<file path="src/rtl/fetch_queue_if.sv">
// fetch_queue_if: groups the fetch stage's bus signals into one bundle.
//   redirect / redirect_pc       : flush-and-refetch request from execute
//   imem_req / imem_addr         : synchronous-read instruction memory request
//   imem_rdata                   : instruction word, valid the cycle after a request
//   instr_valid / instr_ready    : handshake toward decode
//   instr / instr_pc / instr_pc4 : head entry payload (all 0 when not valid)
// Modports: master = the fetch stage, slave = its environment (execute,
// instruction memory and decode seen as one).
interface fetch_queue_if #(
    parameter int n = 32
);
    logic         redirect;
    logic [n-1:0] redirect_pc;
    logic         imem_req;
    logic [n-1:0] imem_addr;
    logic [n-1:0] imem_rdata;
    logic         instr_valid;
    logic         instr_ready;
    logic [n-1:0] instr;
    logic [n-1:0] instr_pc;
    logic [n-1:0] instr_pc4;

    modport master (
        input  redirect, redirect_pc, imem_rdata, instr_ready,
        output imem_req, imem_addr, instr_valid, instr, instr_pc, instr_pc4
    );

    modport slave (
        output redirect, redirect_pc, imem_rdata, instr_ready,
        input  imem_req, imem_addr, instr_valid, instr, instr_pc, instr_pc4
    );
endinterface

</file>
<file path="src/rtl/fetch_queue.sv">
// fetch_queue: instruction-fetch stage with a DEPTH-entry prefetch queue.
// Issues sequential (+4) requests to a synchronous-read instruction memory,
// buffers each returned word with its PC, and presents the oldest entry to
// decode. A redirect flushes the queue and any in-flight response and
// restarts fetching at redirect_pc.
// Ports:
//   clk   : rising-edge clock
//   reset : synchronous, active-high; restarts fetching at RESET_PC
//   bus   : fetch_queue_if.master (memory request/response, redirect, decode handshake)
// Parameters:
//   n        : data/address width
//   DEPTH    : queue entries (>= 2; >= 3 sustains one instruction per cycle)
//   RESET_PC : first fetch address after reset
module fetch_queue #(
    parameter int           n        = 32,
    parameter int           DEPTH    = 4,
    parameter logic [n-1:0] RESET_PC = '0
) (
    input logic           clk,
    input logic           reset,
    fetch_queue_if.master bus
);
    localparam int PW = (DEPTH > 2) ? $clog2(DEPTH) : 1;
    localparam int CW = $clog2(DEPTH + 1);
    localparam int OW = CW + 1;
    localparam logic [PW-1:0] LAST = PW'(DEPTH - 1);

    logic [n-1:0]  q_instr [DEPTH];
    logic [n-1:0]  q_pc    [DEPTH];
    logic [PW-1:0] head;
    logic [PW-1:0] tail;
    logic [CW-1:0] count;
    logic [n-1:0]  fetch_pc;
    logic [n-1:0]  inflight_pc;
    logic          inflight;

    logic          issue;
    logic          push;
    logic          pop;
    logic          valid;
    logic [OW-1:0] occupancy;

    // Pointers wrap modulo DEPTH, which need not be a power of two.
    function automatic logic [PW-1:0] wrap_inc(input logic [PW-1:0] p);
        return (p == LAST) ? '0 : p + PW'(1);
    endfunction

    // Credit check: a slot is reserved for every request in flight, so a push
    // can never find the queue full. Only the registered count is used, so a
    // pop this cycle frees its slot for issue only from the next cycle.
    assign occupancy = {1'b0, count} + OW'(inflight);
    assign issue     = !reset && !bus.redirect && (occupancy < OW'(DEPTH));

    // A response from last cycle's request is dropped if a redirect (or reset)
    // lands in the cycle it returns.
    assign push = inflight && !bus.redirect && !reset;

    // Decode handshake: the head transfers on a cycle where instr_valid and
    // instr_ready are both 1. instr_valid does not wait on instr_ready. It is
    // forced low during redirect and reset, which voids any handshake then.
    assign valid = !reset && !bus.redirect && (count != '0);
    assign pop   = valid && bus.instr_ready;

    assign bus.imem_req    = issue;
    assign bus.imem_addr   = fetch_pc;
    assign bus.instr_valid = valid;
    assign bus.instr       = valid ? q_instr[head] : '0;
    assign bus.instr_pc    = valid ? q_pc[head] : '0;
    assign bus.instr_pc4   = valid ? (q_pc[head] + n'(4)) : '0;

    // Queue storage carries no reset; occupancy is tracked by count alone.
    always_ff @(posedge clk) begin
        if (push) begin
            q_instr[tail] <= bus.imem_rdata;
            q_pc[tail]    <= inflight_pc;
        end
    end

    always_ff @(posedge clk) begin
        if (reset) begin
            fetch_pc    <= RESET_PC;
            head        <= '0;
            tail        <= '0;
            count       <= '0;
            inflight    <= 1'b0;
            inflight_pc <= '0;
        end else if (bus.redirect) begin
            fetch_pc <= bus.redirect_pc;
            head     <= '0;
            tail     <= '0;
            count    <= '0;
            inflight <= 1'b0;
        end else begin
            if (push) begin
                tail <= wrap_inc(tail);
            end
            if (pop) begin
                head <= wrap_inc(head);
            end
            case ({push, pop})
                2'b10:   count <= count + CW'(1);
                2'b01:   count <= count - CW'(1);
                default: count <= count;
            endcase
            inflight <= issue;
            if (issue) begin
                inflight_pc <= fetch_pc;
                fetch_pc    <= fetch_pc + n'(4);
            end
        end
    end
endmodule
</file>
<file path="src/flat_wrapper.sv">
// flat-port wrapper written by rule: the top's interface ports become plain ports
module fetch_queue_flat 
#(
    parameter int           n        = 32,
    parameter int           DEPTH    = 4,
    parameter logic [n-1:0] RESET_PC = '0
)
  (clk, reset, bus_redirect, bus_redirect_pc, bus_imem_rdata, bus_instr_ready, bus_imem_req, bus_imem_addr, bus_instr_valid, bus_instr, bus_instr_pc, bus_instr_pc4);
  fetch_queue_if #(.n(n)) bus_i ();
  input logic clk;
  input logic reset;
  input wire logic [$bits(bus_i.redirect)-1:0] bus_redirect;
  input wire logic [$bits(bus_i.redirect_pc)-1:0] bus_redirect_pc;
  input wire logic [$bits(bus_i.imem_rdata)-1:0] bus_imem_rdata;
  input wire logic [$bits(bus_i.instr_ready)-1:0] bus_instr_ready;
  output wire logic [$bits(bus_i.imem_req)-1:0] bus_imem_req;
  output wire logic [$bits(bus_i.imem_addr)-1:0] bus_imem_addr;
  output wire logic [$bits(bus_i.instr_valid)-1:0] bus_instr_valid;
  output wire logic [$bits(bus_i.instr)-1:0] bus_instr;
  output wire logic [$bits(bus_i.instr_pc)-1:0] bus_instr_pc;
  output wire logic [$bits(bus_i.instr_pc4)-1:0] bus_instr_pc4;
  assign bus_i.redirect = bus_redirect;
  assign bus_i.redirect_pc = bus_redirect_pc;
  assign bus_i.imem_rdata = bus_imem_rdata;
  assign bus_i.instr_ready = bus_instr_ready;
  assign bus_imem_req = bus_i.imem_req;
  assign bus_imem_addr = bus_i.imem_addr;
  assign bus_instr_valid = bus_i.instr_valid;
  assign bus_instr = bus_i.instr;
  assign bus_instr_pc = bus_i.instr_pc;
  assign bus_instr_pc4 = bus_i.instr_pc4;
  fetch_queue #(.n(n), .DEPTH(DEPTH), .RESET_PC(RESET_PC)) u_core (.clk(clk), .reset(reset), .bus(bus_i));
endmodule
</file>
<file path="config.mk">
export PLATFORM = sky130hd
export DESIGN_NAME = fetch_queue_flat
export DESIGN_NICKNAME = d
export VERILOG_FILES = /design/src/rtl/fetch_queue_if.sv /design/src/rtl/fetch_queue.sv /design/src/flat_wrapper.sv
export SDC_FILE = /design/constraint.sdc
export NUM_CORES = 1
export LEC_CHECK = 0
export ABC_AREA = 1
export BUFFER_PORTS_ARGS = -buffer_cell sky130_fd_sc_hd__buf_2
export CORE_MARGIN = 2
export CORE_UTILIZATION = 58
export DETAILED_ROUTE_END_ITERATION = 8
export GPL_ROUTABILITY_DRIVEN = 0
export PLACE_DENSITY = 0.9
export SYNTH_ARGS = -nofsm -noshare
export SYNTH_HDL_FRONTEND = slang
export SYNTH_SLANG_ARGS = --single-unit
</file>
<file path="constraint.sdc">
create_clock -name clk -period 5.5 [get_ports clk]
set_input_delay 1.1 -clock clk [delete_from_list [all_inputs] [get_ports clk]]
set_output_delay 1.1 -clock clk [all_outputs]
set_load 0.01 [all_outputs]
</file>
After elaboration in Yosys (flattened, before gate mapping)
Memories as Yosys holds them, arrays and structs flattened. A register that Yosys moved wholly into a read port is not among the register bits.
Cells that the tools add are included.

operators by class
  add/subtract/negate cells = 7
  $lt $le $gt $ge = 1
  eq/ne operators = 4
  muxes and demuxes = 14
  bitwise operators = 1
  reductions and logical operators = 13

operators by type and width
  operator               number
  $mux 32                5
  $add 32x3->32 const B  2
  $mux 2                 6
  $eq 2x2->1 const B     3
  $logic_and 1x1->1      6
  $pmux 3 s2             1
  $add 2x1->2 const B    2
  $add 3x1->4            1
  $lt 4x3->1 const B     1
  $reduce_bool 2->1      2
  $add 3x1->3 const B    1
  $reduce_bool 3->1      1
  $sub 3x1->3 const B    1
  $eq 2x1->1 const B     1
  $logic_not 1->1        2
  $mux 1                 2
  $reduce_and 2->1       1
  $reduce_or 2->1        1
  $not 1->1              1

storage, ports and cells
  register bits after elaboration = 72
  bits in writable memories = 256
  input port bits = 68
  output and inout port bits = 130
  word-level logic and storage cells = 48
  memories = 2

memories
  memory          words  bits a word  rd ports  clocked after memory_dff  wr ports  line               source
  u_core.q_instr  4      32           1         1                         1         fetch_queue.sv:28  logic [n-1:0] q_instr [DEPTH];
  u_core.q_pc     4      32           1         1                         1         fetch_queue.sv:29  logic [n-1:0] q_pc [DEPTH];

Depth between registers and ports, before layout
Gate-level depths: netlist (run 1).

  depth in word-level cells = 6
  mapped depth = 16
  gate-level depth less buffers = 14

Least setup slack after synthesis (run 1)
Ideal clock, no wire load.

  path type = input -> register
  start = input bus_redirect
  end = memory u_core.q_instr[0][0], enable pin
  setup time = 486 ps
  arrival time = 4247 ps
  required time = 5014 ps
  slack = 767 ps
  cell stages on the path = 4
  path buffers = 1
  cell sequence = buf_2 nor2_4 nand2_1 nor2_1

on the way
  cells in the longest elaborated chain, start to end = 5

RTL lines
  item                             line                source
  start: declaration               flat_wrapper.sv:12  input wire logic [$bits(bus_i.redirect)-1:0] bus_redirect;
  $logic_not 1->1                  fetch_queue.sv:56   assign push = inflight && !bus.redirect && !reset;
  $logic_and 1x1->1 (2 in series)  fetch_queue.sv:56
  $mux 1                           fetch_queue.sv:73   if (push) begin
  $mux 1 (implied by the code)     fetch_queue.sv:74   q_instr[tail] <= bus.imem_rdata;
  end: declaration                 fetch_queue.sv:28

No other way between the ends.

==> Flow_metrics.wiki, run 1 <==
{| class="wikitable"
! Metric !! Value
|-
| Hold_sp || u_core.count[0]
|-
| Number of antenna cells inserted || 0
|-
| Reg clk slew, reported paths || about 0.060 ns
|-
| P&R area growth vs syn || 15.1%
|-
| VDD IR-drop max || 0.253 mV
|-
| Capturing element type of the critical path || primary output
|-
| Cell with the most instances on the worst path || sky130_fd_sc_hd__nand2_1
|-
| Count of hold-fix buffers inserted at cts || 0
|-
| Shortest period the worst path allows || 4.81 ns
|-
| Pwr/cell area || 307 mW/mm²
|-
| Routed length on met1 || 14.8 mm
|-
| Tightest Hold Check Type || flop to flop
|-
| Setup skew after layout || 0.0215 ns
|-
| Worst Path Arrival || 3.71 ns
|-
| CTS tree || done
|-
| Maximum buffer depth of the clock tree || 3
|-
| Worst setup path category || flop to primary output
|-
| Total congestion overflow || 0
|-
| Fraction of registers with async set/reset || 0%
|-
| Cell variety after synth || 37
|-
| Top delay family on crit path || simple AND/OR/NAND/NOR gates
|-
| Maximum net fanout on the critical path || 71
|-
| Post-cts repair resize count || 0
|-
| Count of flip-flops with a built-in enable after synthesis || 256
|-
| Total number of clock tree sinks || 330
|-
| H-tree levels || 2
|-
| Wire length of the first global-routing pass || 61.4 mm
|-
| Cell at the root of the clock tree || sky130_fd_sc_hd__clkbuf_16
|-
| Pin slew with the least headroom to its limit || ~1 ns
|-
| Synth warn || 0
|-
| Per-instance average area after synthesis || between 9 and 10 µm²
|-
| Wire per inst || ~18 µm
|-
| Amount of wire on met2 after detailed routing || 18.5 mm
|-
| Total number of placement rows || 59
|-
| Number of placed I/O pins || 198
|-
| Hold Violations, Final || 0
|-
| DRC violations left || 0
|-
| Post-route ant nets || 0
|-
| Vertical die dimension || 166 µm
|-
| Layout cell share with drive strength beyond 1 || 16.2%
|-
| Sequential share of the synthesized area || 60.5%
|-
| DIE WIDTH || 166 µm
|-
| Number of instances in the placed design || ~2.1k
|-
| Via density || 5.78
|-
| Die area || 0.0274 mm²
|-
| Most common cell after layout, fill and taps aside || sky130_fd_sc_hd__nand2_1
|-
| Achievable clock frequency || 208 MHz
|-
| Number of antenna violations at the first check in global routing || 0
|-
| Status || finished, final reports clean
|-
| Total standard cell area after synthesis || around 0.015 mm²
|-
| Gate count of the mapped netlist || 1683
|-
| Core footprint || 0.0258 mm²
|-
| Max-slew headroom at the worst pin || 31.6%
|-
| Maximum cell stage delay along the critical path || 0.87 ns
|-
| Post-DP HPWL || 24.4 mm
|-
| Number of nets produced by synthesis || 1760
|-
| CP Data Required Time || 4.40 ns
|-
| Clock Latency Late Sink || 0.52 ns
|-
| Global Route Usage Sum || between 20 and 30%
|-
| Hold slack final || 0.507 ns
|-
| Total Negative Setup Slacks || 0 ns
|-
| Number of max-cap violations || 0
|-
| Count of buffers added by post-CTS timing repair for setup || 0
|-
| Net count, final || 1925
|-
| Highest signal layer in the routed design || met4
|-
| Port Buffers || 197
|-
| Number of pins exceeding their max-slew limit in the final report || 0
|-
| Final setup violation count || 0
|-
| Final instance count without filler cells || 2207
|-
| Total clock buffers created by CTS || 34
|-
| Starting density of the core || 58.7%
|-
| Period utilisation layout || 87.5%
|-
| CP bufs+invs || 2
|-
| Met3 wire len || 4.12 mm
|-
| Type of origin of the critical path || flop
|-
| Commonest non-fill, non-tap cells in the layout || 457 x sky130_fd_sc_hd__nand2_1, 316 x sky130_fd_sc_hd__nor2_1, 256 x sky130_fd_sc_hd__edfxtp_1
|-
| Ordered cell list for the critical path || buf_4, nand2_1, nand2_1, nand2_1, nand2_1, nand2_1, nor2_1, nand2_2, nor2_1, a21oi_1, nor2_1, buf_2
|-
| Via count || 12.7k
|-
| 1st-iter DRT viols || approximately 1.5k
|-
| Reg-to-reg critical path startpoint || u_core.count[2]
|-
| Count of TritonRoute iterations in the first routing pass || 6
|-
| Via count of the first global-routing pass || 12.2k
|-
| Number of flip-flops and latches in the synthesized netlist || 330
|-
| Largest net degree at the start of global routing || 136
|-
| Setup repair after global routing missed its margin || false
|-
| Slowest stage cell on the critical path || sky130_fd_sc_hd__dfxtp_4
|-
| Primary FF master, synth || sky130_fd_sc_hd__edfxtp_1
|-
| Post-layout util || around 68%
|-
| Total detailed-routing wirelength || 38.7 mm
|-
| Static leakage power || around 7.2 nW
|}
==> final timing paths <==
check	endpoint	slack (ns)	cells past startpoint
max	bus_instr_pc4[29]	0.69	12
min	u_core.count[0]	0.51	1
max reg2reg	u_core.count[2]	2.96	12
min reg2reg	u_core.count[0]	0.51	1
==> cells in the mapped netlist (all sizes together), types with 2 or more instances <==
cell      n  share of area [%]
nand2   461                 11
nor2    338                8.8
edfxtp  256                 51
o21ai   115                3.8
nand3   101                3.4
inv      88                2.2
dfxtp    74                9.8
a21oi    71                2.3
buf      47                1.9
clkbuf   35               0.87
nor3     28               0.92
a211oi   12               0.59
a31oi    12               0.59
nand4     9               0.37
xor2      9               0.52
ha        8               0.66
o211ai    5               0.25
a22oi     3               0.15
or2       3               0.12
xnor2     2               0.12
==> state kept, by name, summed over array words and instances (netlist names), named ones only <==
name and count:
u_core.q_instr 128, u_core.inflight 1, u_core.q_pc 128, u_core.count 3, u_core.tail 2, u_core.head 2
u_core.bus.imem_addr 32, u_core.inflight_pc 32
==> routing by layer <==
| metal | GRT usage, % | up-vias |
|---|---|---|
| met1 | 36.5 | 5866 |
| met2 | 46.5 | 807 |
| met4 | 10.6 | 0 |
| met5 | 0 | - |
| met3 | 4.30 | 121 |
| li1 | - | 5952 |
==> where the power goes <==
group	total, mW	internal [mW]	switching [mW]
sequential	2.78	2.73	0.0515
combinational	0.233	0.0785	0.154
clock	2.34	1.41	0.931
==> kinds of logic (layout without fill, tap and decap cells) <==
logic type | count (synthesis) | after routing | synth area share (%)
xor+xnor | 11 | 11 | 0.636
fa+ha+maj | 9 | 9 | 0.793
flops | 330 | 330 | 60.5
compound gates | 221 | 221 | 7.90
simple gates | 941 | 941 | 25.1
buf+inv | 171 | 360 | 5.04
==> metrics by stage <==
| stage | total power, mW | instance area [µm²] | setup WS, ns |
|---|---|---|---|
| 3_3_place_gp | 3.04 | 16300 | 1.37 |
| 5_1_grt | 5.49 | 17400 | 0.394 |
| 2_1_floorplan | 2.95 | 15200 | 0.767 |
| 3_5_place_dp | 3.06 | 16300 | 1.35 |
| 6_report | 5.35 | 17400 | 0.687 |
| 4_1_cts | 5.36 | 17400 | 0.787 |
==> cell type report <==
| cell class | count | area, µm² |
|---|---|---|
| sequential | 330 | 9170 |
| clock buffer | 42 | 901 |
| inverter | 89 | 342 |
| fill | 1859 | 8390 |
| tap | 335 | 419 |
| clock inverter | 18 | 234 |
| timing repair buffer | 211 | 1130 |
| multi-input combinational | 1182 | 5250 |
Note: power is estimated with default switching activity, not from simulation.
==> run 2, diff against run 1 <==
Settings changed: BUFFER_PORTS_ARGS -buffer_cell sky130_fd_sc_hd__buf_2 to default, CORE_UTILIZATION 58 to 60, DONT_BUFFER_PORTS from default to 1, PLACE_DENSITY 0.9 to 0.86.
==> Flow_metrics.wiki, run 2 (same netlist as run 1, synthesis figures left out) <==
{| class="wikitable"
! Metric !! Value
|-
| Status || finished, final reports clean
|-
| Net count, final || 1728
|-
| DIE WIDTH || 163 µm
|-
| VDD IR-drop max || 0.212 mV
|-
| Total number of placement rows || a little under 60
|-
| Type of origin of the critical path || flop
|-
| Setup repair after global routing missed its margin || false
|-
| Layout cell share with drive strength beyond 1 || 6.26%
|-
| Reg-to-reg slack, setup || 3.02 ns
|-
| Slowest stage cell on the critical path || sky130_fd_sc_hd__buf_4
|-
| Number of max-cap violations || 0
|-
| Post-layout util || 65.8%
|-
| Wire per inst || 18.5 µm
|-
| Total detailed-routing wirelength || 37.1 mm
|-
| CP Data Required Time || 4.40 ns
|-
| Most common cell after layout, fill and taps aside || sky130_fd_sc_hd__nand2_1
|-
| CP bufs+invs || 1
|-
| Maximum net fanout on the critical path || 87
|-
| Ordered cell list for the critical path || buf_4, o211ai_1, nand2_1, ha_1, nand3_1, nor2_1, nand2_1, nor2_2, nor2_1, nor3_1
|-
| Worst setup path category || flop to primary output
|-
| Proportion of total power due to net switching || 21.0%
|-
| Static leakage power || 6.20 nW
|-
| Final setup violation count || 0
|-
| Number of antenna cells inserted || 0
|-
| Share of power burned in the clock network || 43.9%
|-
| Starting density of the core || 60.7%
|-
| Total number of clock tree sinks || 330
|-
| Total clock buffers created by CTS || 34
|-
| FF-to-FF path depth || 3
|-
| Wire length of the first global-routing pass || 57.3 mm
|-
| Pwr/cell area || 321 mW/mm²
|-
| Net switching power || between 1 and 1.5 mW
|-
| Worst Path Arrival || 3.53 ns
|-
| Maximum buffer depth of the clock tree || 3
|-
| Tightest Hold Check Type || flop to flop
|-
| Post-DP HPWL || between 20 and 25 mm
|-
| Reg-to-reg critical path startpoint || u_core.inflight
|-
| DRC violations left || 0
|-
| Maximum cell stage delay along the critical path || 0.81 ns
|-
| Top delay family on crit path || simple AND/OR/NAND/NOR gates
|-
| Via density || about 5.9
|-
| Period utilisation layout || ~84%
|-
| Port Buffers || 0
|-
| Top Registers || u_core.q_instr: 128 flops, u_core.q_pc: 128 flops
|-
| Post-cts repair resize count || 0
|-
| Clock Latency Late Sink || 0.52 ns
|-
| Shortest period the worst path allows || 4.63 ns
|-
| Die area || 0.0265 mm²
|-
| Hold_sp || u_core.count[0]
|-
| Hold Violations, Final || 0
|-
| Setup skew after layout || 0.00935 ns
|-
| Number of placed I/O pins || 198
|-
| Design Power || 5.27 mW
|-
| Cell at the root of the clock tree || sky130_fd_sc_hd__clkbuf_16
|-
| Count of TritonRoute iterations in the first routing pass || 8
|-
| Via count || 11.8k
|-
| Vertical die dimension || 163 µm
|-
| Number of pins exceeding their max-slew limit in the final report || 0
|-
| Min-Delay Endpoint || u_core.count[0]
|-
| Largest net degree at the start of global routing || 136
|-
| Count of buffers added by post-CTS timing repair for setup || 0
|-
| H-tree levels || 2
|-
| Number of cells on the worst hold path || 1
|-
| Pin slew with the least headroom to its limit || 1.12 ns
|-
| Capturing element type of the critical path || primary output
|-
| Core footprint || about 0.025 mm²
|-
| Reg clk slew, reported paths || 0.06 ns
|-
| 1st-iter DRT viols || ~1.5k
|-
| Max-slew headroom at the worst pin || between 20% and 30%
|-
| Global Route Usage Sum || 27.6%
|-
| Total Negative Setup Slacks || 0 ns
|-
| Number of antenna violations at the first check in global routing || 1
|-
| Capture instance of the worst register-to-register path || u_core.q_pc[0][2]
|-
| CTS tree || done
|-
| Commonest non-fill, non-tap cells in the layout || 457 x sky130_fd_sc_hd__nand2_1, 316 x sky130_fd_sc_hd__nor2_1, 256 x sky130_fd_sc_hd__edfxtp_1
|-
| Hold slack final || 0.489 ns
|-
| Count of hold-fix buffers inserted at cts || 0
|-
| P&R area growth vs syn || 8.35%
|-
| Flop pwr share || 53.0%
|-
| Part of the power in combinational logic || 3.1%
|-
| Post-route ant nets || 0
|-
| Dpl cell area || 0.0153 mm²
|-
| Via count of the first global-routing pass || 10.9k
|-
| Internal power contribution || 4.16 mW
|-
| Total congestion overflow || 0
|-
| Post-route cell area || roughly 0.016 mm²
|-
| Achievable clock frequency || 216 MHz
|}
## run 2: cell count changes in the layout (fill, tap and decap cells not counted), sizes merged
cell	delta
buf	-197
inv	+2
clkbuf	-1
clkinv	+2
bufinv	-1
## run 2: power by group through the flow
stage | clock, mW | sequential, mW | combinational, mW
after global placement | 0 | 2.84 | 0.152
after floorplan | 0 | 2.82 | 0.131
after detailed placement | 0 | 2.84 | 0.158
after global routing | 2.44 | 2.79 | 0.182
after CTS | 2.34 | 2.79 | 0.160
final | 2.31 | 2.79 | 0.163
## run 2: per-stage QoR
step,setup slack [ns],std cells
2_1_floorplan,0.767,1683
3_3_place_gp,1.43,1945
3_5_place_dp,1.38,1945
4_1_cts,0.906,2007
5_1_grt,0.604,2007
6_report,0.866,2007
## run 2: area by class of cell
type / count / area [µm²]
Timing Repair Buffer: 14 / 105
Sequential cell: 330 / 9170
Multi-Input combinational cell: 1182 / 5250
Fill cell: 1834 / 8540
Tap cell: 330 / 413
Clock buffer: 41 / 908
Clock inverter: 21 / 226
Inverter: 89 / 342
## run 2: routing by layer
layer	wire length [µm]	vias to the layer above	GRT usage, %
met5	16	-	0
met4	962	2	9.94
met3	4170	76	5.65
met2	17600	720	44.8
met1	14400	5478	37.1
li1	-	5569	-
## run 2: worst max path at each step
stage / start / endpoint / slack, ns / cells after the start
floorplan: bus_redirect / u_core.q_instr[0][0] / 0.77 / 4
global placement: bus_redirect / bus_instr_pc4[14] / 1.43 / 7
detailed placement: bus_redirect / bus_instr_pc4[14] / 1.38 / 7
CTS: flop / bus_instr_pc4[27] / 0.91 / 11
global route: flop / bus_instr_pc4[21] / 0.60 / 13
finish: flop / bus_instr_pc4[14] / 0.87 / 10
==> run 3, diff against run 2 <==
Settings changed: ABC_AREA 1 to 0.
Clock period 5.5 ns to 4.8 ns, I/O delays scaled along.
==> Flow_metrics.wiki, run 3 <==
{| class="wikitable"
! Metric !! Value
|-
| Via density || 6.34
|-
| Maximum cell stage delay along the critical path || 0.71 ns
|-
| Pin slew with the least headroom to its limit || 1.06 ns
|-
| Status || finished, final reports clean
|-
| Synth warn || 0
|-
| Gate count of the mapped netlist || 978
|-
| Filler cell count in the final layout || roughly 1.5k
|-
| GR Util met1 || between 30% and 40%
|-
| Most frequently used cell type in the post-synthesis netlist || sky130_fd_sc_hd__edfxtp_1
|-
| H-tree levels || 2
|-
| Largest cells by area after synthesis || sky130_fd_sc_hd__edfxtp_1 55%, sky130_fd_sc_hd__dfxtp_1 11%, sky130_fd_sc_hd__mux4_2 6.6%
|-
| Sequential cell area in the final layout || approximately 0.0092 mm²
|-
| Simple-gate area share of the yosys netlist || 12.8%
|-
| Total number of placement rows || 55
|-
| Sequential share of the synthesized area || 65.7%
|-
| Xor/xnor cell area share of the yosys netlist || less than 1%
|-
| Multiplexer area fraction after synthesis || 11.8%
|-
| Largest net degree at the start of global routing || 67
|-
| Period utilisation layout || 88.8%
|-
| Shortest period the worst path allows || ~4.3 ns
|-
| Core footprint || roughly 0.023 mm²
|-
| Wire length of the first global-routing pass || between 40 and 50 mm
|-
| Maximum net fanout on the critical path || 26
|-
| Hold Violations, Final || 0
|-
| Via count of the first global-routing pass || ~8.2k
|-
| Number of antenna cells inserted || 0
|-
| Library cell occupying the most area in the post-synthesis netlist || sky130_fd_sc_hd__edfxtp_1
|-
| Most heavily used metal layer in global routing || met2
|-
| Fraction of the mapped netlist area in compound gates || 5.19%
|-
| Via count || 8292
|-
| Number of antenna violations at the first check in global routing || 0
|-
| Total standard cell area after synthesis || 0.0140 mm²
|-
| Number of pins exceeding their max-slew limit in the final report || 0
|-
| Total clock buffers created by CTS || 34
|-
| Total Negative Setup Slacks || 0 ns
|-
| Reg clk slew, reported paths || 0.06 ns
|-
| Vertical die dimension || 157 µm
|-
| Clock Latency Late Sink || around 0.50 ns
|-
| Global Route Usage Sum || approximately a quarter
|-
| DIE WIDTH || roughly 160 µm
|-
| Per-instance average area after synthesis || between 10 and 15 µm²
|-
| Number of nets produced by synthesis || 1055
|-
| Cell at the root of the clock tree || sky130_fd_sc_hd__clkbuf_16
|-
| Most common cell after layout, fill and taps aside || sky130_fd_sc_hd__edfxtp_1
|-
| Count of flip-flops with a built-in enable after synthesis || between 200 and 300
|-
| CP Data Required Time || between 3 and 4 ns
|-
| Top Registers || u_core.q_instr: 128 flops, u_core.q_pc: 128 flops
|-
| 1st-iter DRT viols || between 700 and 800
|-
| Commonest non-fill, non-tap cells in the layout || 256 x sky130_fd_sc_hd__edfxtp_1, 114 x sky130_fd_sc_hd__nand2_1, 72 x sky130_fd_sc_hd__dfxtp_1
|-
| Die area || approximately 0.025 mm²
|-
| Area share of fa/ha/maj cells after synthesis || 0.860%
|-
| Max-slew headroom at the worst pin || between 20% and 30%
|-
| Setup repair after global routing missed its margin || false
|-
| Final setup violation count || 0
|-
| Reg-to-reg critical path startpoint || u_core.inflight
|-
| Area share of the largest cell type after synthesis || 55.0%
|-
| Met2 usage in global routing || 39.5%
|-
| Slowest stage cell on the critical path || sky130_fd_sc_hd__nor4_1
|-
| Achievable clock frequency || 235 MHz
|-
| Setup skew after layout || 0.0162 ns
|-
| Post-DP HPWL || around 19 mm
|-
| Static leakage power || roughly 5 nW
|-
| Capture instance of the worst register-to-register path || u_core.bus.imem_addr[18]
|-
| Top delay family on crit path || simple AND/OR/NAND/NOR gates
|-
| Main combinational cell family by area after synthesis || simple AND/OR/NAND/NOR gates
|-
| Starting density of the core || 61.3%
|-
| Total number of clock tree sinks || 330
|-
| Post-cts repair resize count || 0
|-
| Count of buffers added by post-CTS timing repair for setup || 0
|-
| Type of origin of the critical path || flop
|-
| Pwr/cell area || ~390 mW/mm²
|-
| Worst setup path category || flop to primary output
|-
| Capturing element type of the critical path || primary output
|-
| Dpl cell area || 0.0142 mm²
|-
| Count of hold-fix buffers inserted at cts || 0
|-
| Post-route cell area || 0.0154 mm²
|-
| Number of max-cap violations || 0
|-
| Wire per inst || 22.7 µm
|-
| Reg-to-reg slack, setup || between 1.5 and 2 ns
|-
| Total congestion overflow || 0
|-
| DRC violations left || 0
|-
| Tightest Hold Check Type || flop to flop
|-
| Number of placed I/O pins || 198
|-
| Number of flip-flops and latches in the synthesized netlist || 330
|-
| Post-route ant nets || 0
|-
| Fraction of registers with async set/reset || 0%
|-
| Port Buffers || 0
|-
| Min-Delay Endpoint || u_core.inflight_pc[25]
|-
| Layout cell share with drive strength beyond 1 || 13.5%
|-
| Combined area of the multi-input logic cells || 0.00442 mm²
|-
| Hold_sp || u_core.inflight_pc[25]
|-
| CP bufs+invs || 0
|-
| VDD IR-drop max || 0.301 mV
|-
| Primary FF master, synth || sky130_fd_sc_hd__edfxtp_1
|-
| Maximum buffer depth of the clock tree || 3
|-
| Global routing usage on met3 || 6.84%
|-
| Total detailed-routing wirelength || 29.7 mm
|-
| Worst Path Arrival || 3.30 ns
|-
| Top post-synthesis cells by count || 256 x sky130_fd_sc_hd__edfxtp_1, 114 x sky130_fd_sc_hd__nand2_1, 74 x sky130_fd_sc_hd__dfxtp_1, 68 x sky130_fd_sc_hd__and2_1, 58 x sky130_fd_sc_hd__a21oi_1
|-
| Ordered cell list for the critical path || mux4_1, ha_1, nand3_1, nor4_1, nand2_1, a21oi_1
|-
| FF-to-FF path depth || 6
|-
| P&R area growth vs syn || 9.96%
|-
| Count of TritonRoute iterations in the first routing pass || 7
|-
| CTS tree || done
|-
| Cell variety after synth || 54
|-
| Net count, final || 1048
|-
| Number of cells on the worst hold path || 2
|}
## run 3: changes by cell type after synthesis, sizes merged, moves of 13 or more
cell | previous run | this run
and2 | 0 | 69
nor3 | 28 | 12
or3 | 0 | 15
nand3 | 101 | 23
inv | 88 | 21
nor2 | 338 | 48
nand2 | 461 | 114
buf | 47 | 22
o21ai | 115 | 21
mux4 | 0 | 64
a21oi | 71 | 58
## run 3: how the worst max path moves through the flow
stage,depth (start not counted),start,to
finish,6,flop,bus_instr_pc4[16]
global route,6,flop,bus_instr_pc4[29]
CTS,6,flop,bus_instr_pc4[31]
detailed placement,6,flop,bus_instr_pc4[31]
global placement,6,flop,bus_instr_pc4[31]
floorplan,8,bus_redirect,bus_instr_pc4[1]
## run 3: where the power goes
group	total, mW	internal, mW	switching, mW
logic	0.0983	0.0389	0.0595
registers	3.15	3.10	0.0534
clock network	2.68	1.66	1.02
total	5.93	4.80	1.13
## run 3: cell families after synthesis
kind of cell	Yosys count
simple gates	344
compound gates	125
buf+inv	80
flops	330
xor+xnor	15
mux	75
fa+ha+maj	9
## run 3: area by class of cell
cell class / instances / share of cell area [%]
flip-flops and latches: 330 / 59.7
multi-input cells: 568 / 28.8
clock buffers: 46 / 6.47
well taps: 313 / 2.55
clock inverters: 13 / 1.08
repair buffers: 16 / 0.864
inverters: 21 / 0.513
## run 3: per-layer routing
| metal | vias up | share of wire (%) |
|---|---|---|
| met4 | 0 | 2.7 |
| met3 | 54 | 9.6 |
| met5 | - | 0 |
| met2 | 418 | 48 |
| li1 | 3731 | - |
| met1 | 4089 | 39 |
## run 3: worst register-to-register path: stages, from the launching register on
cell and delay, ns:
sky130_fd_sc_hd__dfxtp_1 0.46, sky130_fd_sc_hd__a311o_2 0.21, sky130_fd_sc_hd__buf_4 0.49, sky130_fd_sc_hd__inv_2 0.39
sky130_fd_sc_hd__nor2_1 0.91, sky130_fd_sc_hd__o21ai_0 0.23, sky130_fd_sc_hd__a31oi_1 0.23
## run 3: per-stage QoR
stage	util [%]	power, mW	hold slack (ns)	std cells	setup WS, ns
5_1_grt	67.4	6.11	0.512	1307	0.349
3_3_place_gp	62.3	3.30	0.465	1248	1.13
6_report	67.4	5.93	0.496	1307	0.537
2_1_floorplan	-	3.28	0.451	978	1.28
3_5_place_dp	62.3	3.31	0.492	1248	1.07
4_1_cts	67.4	5.96	0.500	1307	0.523
